**src/rtl/conv_window_gen_pkg.sv**
```systemverilog
// Shared definitions for the 3x3 convolution window generator.
// Optional position outputs are controlled by macro CONV_WINDOW_POS_EN.
package conv_pkg;

    localparam int unsigned KERNEL_3 = 3;

    typedef enum logic [1:0] {
        IDLE,
        FILL,
        RUN
    } state_t;

    function automatic int unsigned win_idx(input int unsigned r, input int unsigned c);
        return KERNEL_3 * r + c;
    endfunction

endpackage

```
**src/rtl/conv_window_gen_if.sv**
```systemverilog
// Pixel-in / window-out bus of conv_window_gen.
// CONV_WINDOW_POS_EN adds win_col/win_row (and the image-size parameters they need).
interface conv_window_gen_if
    import conv_pkg::*;
#(
    parameter int DIN_WIDTH = 32
`ifdef CONV_WINDOW_POS_EN
    , parameter int IMAGE_WIDTH  = 32,
    parameter int IMAGE_HEIGHT = 32
`endif
) ();

    logic                                   valid_in;
    logic [DIN_WIDTH-1:0]                   data_in;
    logic [KERNEL_3*KERNEL_3*DIN_WIDTH-1:0] win_out;
    logic                                   valid_out;
    logic                                   frame_done;

`ifdef CONV_WINDOW_POS_EN
    logic [$clog2(IMAGE_WIDTH)-1:0]  win_col;
    logic [$clog2(IMAGE_HEIGHT)-1:0] win_row;

    modport master (
        output valid_in, data_in,
        input  win_out, valid_out, frame_done, win_col, win_row
    );

    modport slave (
        input  valid_in, data_in,
        output win_out, valid_out, frame_done, win_col, win_row
    );
`else
    modport master (
        output valid_in, data_in,
        input  win_out, valid_out, frame_done
    );

    modport slave (
        input  valid_in, data_in,
        output win_out, valid_out, frame_done
    );
`endif

endinterface

```
**src/rtl/conv_window_gen_row_delay.sv**
```systemverilog
// One image-row delay: circular RAM with a single read-before-write pointer.
// tap is the sample written DEPTH enabled cycles ago.
module row_delay #(
    parameter int DEPTH = 32,
    parameter int WIDTH = 32
) (
    input  logic             clk,
    input  logic             reset,
    input  logic             en,
    input  logic [WIDTH-1:0] din,
    output logic [WIDTH-1:0] tap
);

    localparam int unsigned AW = (DEPTH > 1) ? $clog2(DEPTH) : 1;
    localparam logic [AW-1:0] PTR_LAST = AW'(DEPTH - 1);

    logic [WIDTH-1:0] mem [DEPTH];
    logic [AW-1:0]    ptr_q, ptr_d;

    always_comb begin
        ptr_d = ptr_q;
        if (en) begin
            ptr_d = (ptr_q == PTR_LAST) ? '0 : ptr_q + 1'b1;
        end
    end

    always_ff @(posedge clk) begin
        if (reset) begin
            ptr_q <= '0;
        end else begin
            ptr_q <= ptr_d;
        end
    end

    always_ff @(posedge clk) begin
        if (en) begin
            mem[ptr_q] <= din;
        end
    end

    assign tap = mem[ptr_q];

endmodule

```
**src/rtl/conv_window_gen.sv**
```systemverilog
// 3x3 stride-1 sliding window generator over a raster pixel stream.
// Macro CONV_WINDOW_POS_EN adds the window top-left coordinate outputs.
module conv_window_gen
    import conv_pkg::*;
#(
    parameter int IMAGE_WIDTH  = 32,
    parameter int IMAGE_HEIGHT = 32,
    parameter int DIN_WIDTH    = 32
) (
    input  logic             clk,
    input  logic             reset,
    conv_window_gen_if.slave bus
);

    localparam int unsigned CW = $clog2(IMAGE_WIDTH);
    localparam int unsigned RW = $clog2(IMAGE_HEIGHT);
    localparam logic [CW-1:0] COL_LAST = CW'(IMAGE_WIDTH - 1);
    localparam logic [RW-1:0] ROW_LAST = RW'(IMAGE_HEIGHT - 1);
    localparam logic [CW-1:0] COL_TWO  = CW'(2);
    localparam logic [RW-1:0] ROW_ONE  = RW'(1);
    localparam logic [RW-1:0] ROW_TWO  = RW'(2);

    logic [DIN_WIDTH-1:0] tap1, tap2;

    logic [KERNEL_3*KERNEL_3-1:0][DIN_WIDTH-1:0] win_q, win_d;
    logic [CW-1:0] col_q, col_d;
    logic [RW-1:0] row_q, row_d;
    state_t        state_q, state_d;
    logic          valid_q, valid_d;
    logic          done_q, done_d;
    logic          col_last, row_last;
`ifdef CONV_WINDOW_POS_EN
    logic [CW-1:0] win_col_q, win_col_d;
    logic [RW-1:0] win_row_q, win_row_d;
`endif

    row_delay #(.DEPTH(IMAGE_WIDTH), .WIDTH(DIN_WIDTH)) u_row_delay1 (
        .clk   (clk),
        .reset (reset),
        .en    (bus.valid_in),
        .din   (bus.data_in),
        .tap   (tap1)
    );

    row_delay #(.DEPTH(IMAGE_WIDTH), .WIDTH(DIN_WIDTH)) u_row_delay2 (
        .clk   (clk),
        .reset (reset),
        .en    (bus.valid_in),
        .din   (tap1),
        .tap   (tap2)
    );

    always_comb begin
        win_d    = win_q;
        col_d    = col_q;
        row_d    = row_q;
        state_d  = state_q;
        valid_d  = 1'b0;
        done_d   = 1'b0;
        col_last = (col_q == COL_LAST);
        row_last = (row_q == ROW_LAST);
`ifdef CONV_WINDOW_POS_EN
        win_col_d = win_col_q;
        win_row_d = win_row_q;
`endif
        if (bus.valid_in) begin
            for (int unsigned r = 0; r < KERNEL_3; r++) begin
                win_d[win_idx(r, 0)] = win_q[win_idx(r, 1)];
                win_d[win_idx(r, 1)] = win_q[win_idx(r, 2)];
            end
            win_d[win_idx(0, 2)] = tap2;
            win_d[win_idx(1, 2)] = tap1;
            win_d[win_idx(2, 2)] = bus.data_in;

            // Gating on the counters keeps stale delay data from a previous frame hidden.
            valid_d = (row_q >= ROW_TWO) && (col_q >= COL_TWO);
            done_d  = col_last && row_last;
`ifdef CONV_WINDOW_POS_EN
            if (valid_d) begin
                win_col_d = col_q - COL_TWO;
                win_row_d = row_q - ROW_TWO;
            end
`endif
            if (col_last) begin
                col_d = '0;
                row_d = row_last ? '0 : row_q + 1'b1;
            end else begin
                col_d = col_q + 1'b1;
            end

            case (state_q)
                IDLE:    state_d = FILL;
                FILL:    if (col_last && row_q == ROW_ONE) state_d = RUN;
                RUN:     if (col_last && row_last) state_d = FILL;
                default: state_d = IDLE;
            endcase
        end
    end

    always_ff @(posedge clk) begin
        if (reset) begin
            win_q   <= '0;
            col_q   <= '0;
            row_q   <= '0;
            state_q <= IDLE;
            valid_q <= 1'b0;
            done_q  <= 1'b0;
`ifdef CONV_WINDOW_POS_EN
            win_col_q <= '0;
            win_row_q <= '0;
`endif
        end else begin
            win_q   <= win_d;
            col_q   <= col_d;
            row_q   <= row_d;
            state_q <= state_d;
            valid_q <= valid_d;
            done_q  <= done_d;
`ifdef CONV_WINDOW_POS_EN
            win_col_q <= win_col_d;
            win_row_q <= win_row_d;
`endif
        end
    end

    assign bus.win_out    = win_q;
    assign bus.valid_out  = valid_q;
    assign bus.frame_done = done_q;
`ifdef CONV_WINDOW_POS_EN
    assign bus.win_col    = win_col_q;
    assign bus.win_row    = win_row_q;
`endif

endmodule

```
**src/flat_wrapper.sv**
```systemverilog
// flat-port wrapper written by rule: the top's interface ports become plain ports
module conv_window_gen_flat import conv_pkg::*;
#(
    parameter int IMAGE_WIDTH  = 32,
    parameter int IMAGE_HEIGHT = 32,
    parameter int DIN_WIDTH    = 32
)
  (clk, reset, bus_valid_in, bus_data_in, bus_win_out, bus_valid_out, bus_frame_done);
  conv_window_gen_if #(.DIN_WIDTH(DIN_WIDTH)) bus_i ();
  input  logic clk;
  input  logic reset;
  input wire logic [$bits(bus_i.valid_in)-1:0] bus_valid_in;
  input wire logic [$bits(bus_i.data_in)-1:0] bus_data_in;
  output wire logic [$bits(bus_i.win_out)-1:0] bus_win_out;
  output wire logic [$bits(bus_i.valid_out)-1:0] bus_valid_out;
  output wire logic [$bits(bus_i.frame_done)-1:0] bus_frame_done;
  assign bus_i.valid_in = bus_valid_in;
  assign bus_i.data_in = bus_data_in;
  assign bus_win_out = bus_i.win_out;
  assign bus_valid_out = bus_i.valid_out;
  assign bus_frame_done = bus_i.frame_done;
  conv_window_gen #(.IMAGE_WIDTH(IMAGE_WIDTH), .IMAGE_HEIGHT(IMAGE_HEIGHT), .DIN_WIDTH(DIN_WIDTH)) u_core (.clk(clk), .reset(reset), .bus(bus_i));
endmodule
```
**config.mk**
```make
export PLATFORM = sky130hd
export DESIGN_NAME = conv_window_gen_flat
export DESIGN_NICKNAME = d
export VERILOG_FILES = /design/src/rtl/conv_window_gen_pkg.sv /design/src/rtl/conv_window_gen_if.sv /design/src/rtl/conv_window_gen_row_delay.sv /design/src/rtl/conv_window_gen.sv /design/src/flat_wrapper.sv
export SDC_FILE = /design/constraint.sdc
export NUM_CORES = 2
export LEC_CHECK = 0
export CAP_MARGIN = 20
export CORE_UTILIZATION = 40
export CTS_CLUSTER_SIZE = 25
export DETAILED_ROUTE_END_ITERATION = 10
export PLACE_DENSITY = 0.65
export SETUP_SLACK_MARGIN = 0.02
export SYNTH_ARGS = -nofsm -noshare
export SYNTH_HDL_FRONTEND = slang
export SYNTH_SLANG_ARGS = --single-unit
```
**constraint.sdc**
```tcl
create_clock -name clk -period 5.9 [get_ports clk]
set_input_delay 1.18 -clock clk [delete_from_list [all_inputs] [get_ports clk]]
set_output_delay 1.18 -clock clk [all_outputs]
set_load 0.01 [all_outputs]
```
==> impl_metrics.tcl <==
set metrics [dict create \
    result_of_the_run "finished clean" \
    numPortBuffers 324 \
    standard_cell_row_count 173 \
    finalCritPeriodShare 0.644 \
    cts_max_path_buffers 3 \
    grtUsageMet1 0.278 \
    cts-htree-levels 4 \
    synth_compound_area_frac 0.0452 \
    first_global_vias 47100 \
    rsz0062_at_grt "false" \
    fp.dieArea_um2 225000 \
    timing_worst_slew_pin_value_ps 1170 \
    critPathMaxStageDelay_ps 940 \
    number_of_cells_upsized_or_downsized_after_cts 0 \
    floorplan.initialDensity 0.403 \
    p_total_mw 36.5 \
    area_delta_synth_final_pct 17.8 \
    placed_cells 8047 \
    die_height_um 475 \
    numCtsBuffers 230 \
    async_flop_share 0 \
    worstHoldPathCells 2 \
    globalRouteOverflowTotal 0 \
    finalWeightedCongestion 0.819 \
    tritoncts_num_sinks 2363 \
    boundaryPins 325 \
    drv.max_cap_violation_count 0 \
    num-nets-final 5368 \
    period_needed_ps 3800 \
    area_of_the_multi_input_gates_um2 20700 \
    root_buffer "sky130_fd_sc_hd__clkbuf_16" \
    pd_cells_nw_per_um2 346 \
    yosys_warning_count 0 \
    ys_top_cells_by_count "sky130_fd_sc_hd__edfxtp_1 (2048), sky130_fd_sc_hd__mux2i_1 (803), sky130_fd_sc_hd__a22oi_1 (330)" \
    netlist.top_cell.by_area "sky130_fd_sc_hd__edfxtp_1" \
    post_synth_xor_area_fraction 0 \
    cts_tree "done" \
    synth.mux.area_fraction 0.145 \
    r2r.worst_path.cells 5 \
    synth_top_cells_by_area "sky130_fd_sc_hd__edfxtp_1 (69%), sky130_fd_sc_hd__mux2i_1 (9.0%), sky130_fd_sc_hd__dfxtp_1 (7.1%)" \
    detail_route.drc_violations 0 \
    drt_iter0_markers 5273 \
    ant_nets 0 \
    wire_length_of_the_first_global_routing_pass_um 335000 \
    report.final.slew_viol_count 0 \
    routed_wire_length_per_instance_um 27.7 \
    crit_path_cell_trace "buf_4 > mux4_2 > a22o_1 > o21ai_0 > a41oi_1" \
    slew_headroom 0.210 \
    synthesis.instances 4916 \
    setup-violations-final 0 \
    synth.lib_cells_used.distinct 40 \
    crit_fanout 41 \
    cts_post_setup_buffers_inserted 0 \
    post_layout_nonfiller_instances 8500 \
    critical_path.startpoint_type "flip-flop" \
    total_leakage_power_nw 33.2 \
    routed_wl_um 236000 \
    synth_most_common_cell "sky130_fd_sc_hd__edfxtp_1" \
    number_of_fill_cells 18500 \
    die_w_um 475 \
    place_hpwl_um 143000 \
    synth-edff-count 2048 \
    yosysTopAreaCellShare 0.688 \
    worstSetupPathDepth 5 \
    final_hold_viol_count 0 \
    worst-endpoint-required_ps 6610 \
    timing.critical_path.slowest_stage_cell "sky130_fd_sc_hd__dfxtp_4" \
    crit_buf_inv 1 \
    synth_nets 4967 \
    seq_area_frac_synth 0.758 \
    final_layout_size_suffix_gt1_frac 0.150 \
    worst_setup_path_end_kind "flip-flop" \
    clk_transition_reported_paths_ps 70 \
    netlist_area_um2 89400 \
    yosys.area_share.simple 0.0332 \
    ff_latch_area_um2 67800 \
    synth-main-ff-cell "sky130_fd_sc_hd__edfxtp_1" \
    grt_max_degree 143 \
    cts-hold-fix-buffers 0 \
    totalNegativeSetupSlack_ps 0 \
    clock_insertion_delay_worst_skew_ps 920 \
    detailroute.via_count 47600 \
    fin_skew_ps 86.6 \
    synth.avg_cell_area_um2 18.2 \
    met3_usage 0.0396 \
    cpLargestDelayFamily "compound AO/OA/AOI/OAI gates" \
    post_drt_via_cell_ratio 5.60 \
    antenna_violations_before_repair 12 \
    worst-setup-path-type "reg -> reg" \
    critPathArrivalTime_ps 4510 \
    placeableCoreArea_um2 222000 \
    vdd.ir_drop.worst_uv 393 \
    firstDrtPassIters 5 \
    grt_usage 0.206 \
    met2_demand_to_capacity_share_in_global_routing 0.337 \
    synth-seq-cells 2363 \
    fmaxAchievable_ghz 0.263 \
    layer_carrying_the_most_global_route_usage "met2" \
    synth_top_family_by_area "multiplexers" \
    post_synthesis_adder_cell_area_fraction 0.00224 \
    hp-class "reg -> reg" \
]
## cell type report
type | count | area share
Timing Repair Buffer | 476 | 0.0484
Inverter | 6 | 0.000214
Multi-Input combinational cell | 2240 | 0.197
Clock buffer | 269 | 0.0564
Clock inverter | 168 | 0.0192
Sequential cell | 2363 | 0.644
Tap cell | 2975 | 0.0353
Antenna cell | 3 | 0.0000713
## power breakdown
group | internal, mW | switching [mW]
clock network | 8.83 | 6.44
logic | 0.865 | 1.59
registers | 18.5 | 0.192
## worst reg2reg max path, stage by stage (launching register included)
cell	delay (ps)
sky130_fd_sc_hd__dfxtp_4	940
sky130_fd_sc_hd__buf_4	750
sky130_fd_sc_hd__mux4_2	590
sky130_fd_sc_hd__a22o_1	230
sky130_fd_sc_hd__o21ai_0	900
sky130_fd_sc_hd__a41oi_1	220
## through the flow
| stage | hold WS [ps] | instance area (um^2) | worst slack [ps] | utilization |
|---|---|---|---|---|
| floorplan | 454 | 89400 | 1080 | - |
| global placement | 468 | 96500 | 1790 | 0.434 |
| detailed placement | 473 | 97100 | 1860 | 0.437 |
| CTS | 482 | 105000 | 2150 | 0.473 |
| global route | 514 | 105000 | 1880 | 0.474 |
| finish | 480 | 105000 | 2100 | 0.474 |
## registers in the layout, indices dropped and copies added (netlist names), named ones only
name,count
u_core.row_q,5
u_core.u_row_delay2.ptr_q,5
u_core.col_q,5
u_core.bus.frame_done,1
u_core.u_row_delay1.mem,1024
u_core.u_row_delay1.ptr_q,5
u_core.bus.valid_out,1
u_core.u_row_delay2.mem,1024
u_core.bus.win_out,288
## layer usage
layer	vias to the layer above	wire length, um	share of wire
met1	24700	95900	0.41
met3	341	18900	0.080
li1	20500	-	-
met4	2	6350	0.027
met5	-	13	0.000055
met2	2062	115000	0.49
## kinds of logic after synthesis
kind of cell | Yosys count
flops | 2363
simple gates | 658
mux | 1021
buf+inv | 313
compound gates | 545
fa+ha+maj | 16
## final timing paths
path / to / slack (ps) / from
setup / recovery: u_core.bus.win_out[71] / 2100 / u_core.u_row_delay2.ptr_q[0]
hold / removal: u_core.row_q[4] / 480 / u_core.row_q[4]
hold reg to reg: u_core.row_q[4] / 480 / u_core.row_q[4]
setup reg to reg: u_core.bus.win_out[71] / 2100 / u_core.u_row_delay2.ptr_q[0]
## cell usage in the layout, fill, tap and decap left out, types with 44 or more instances in the layout
cell type / count
sky130_fd_sc_hd__clkinv_1: 52
sky130_fd_sc_hd__nor2_1: 264
sky130_fd_sc_hd__nand2_1: 55
sky130_fd_sc_hd__clkdlybuf4s50_1: 307
sky130_fd_sc_hd__a21oi_1: 44
sky130_fd_sc_hd__nor2_4: 63
sky130_fd_sc_hd__mux2i_1: 803
sky130_fd_sc_hd__edfxtp_1: 2048
sky130_fd_sc_hd__a22o_1: 70
sky130_fd_sc_hd__a22oi_1: 330
sky130_fd_sc_hd__dfxtp_1: 310
sky130_fd_sc_hd__nand3_1: 153
sky130_fd_sc_hd__clkinv_2: 46
sky130_fd_sc_hd__mux4_2: 218
sky130_fd_sc_hd__buf_4: 105
sky130_fd_sc_hd__clkbuf_16: 230
Power figures use the tool's default switching activity.
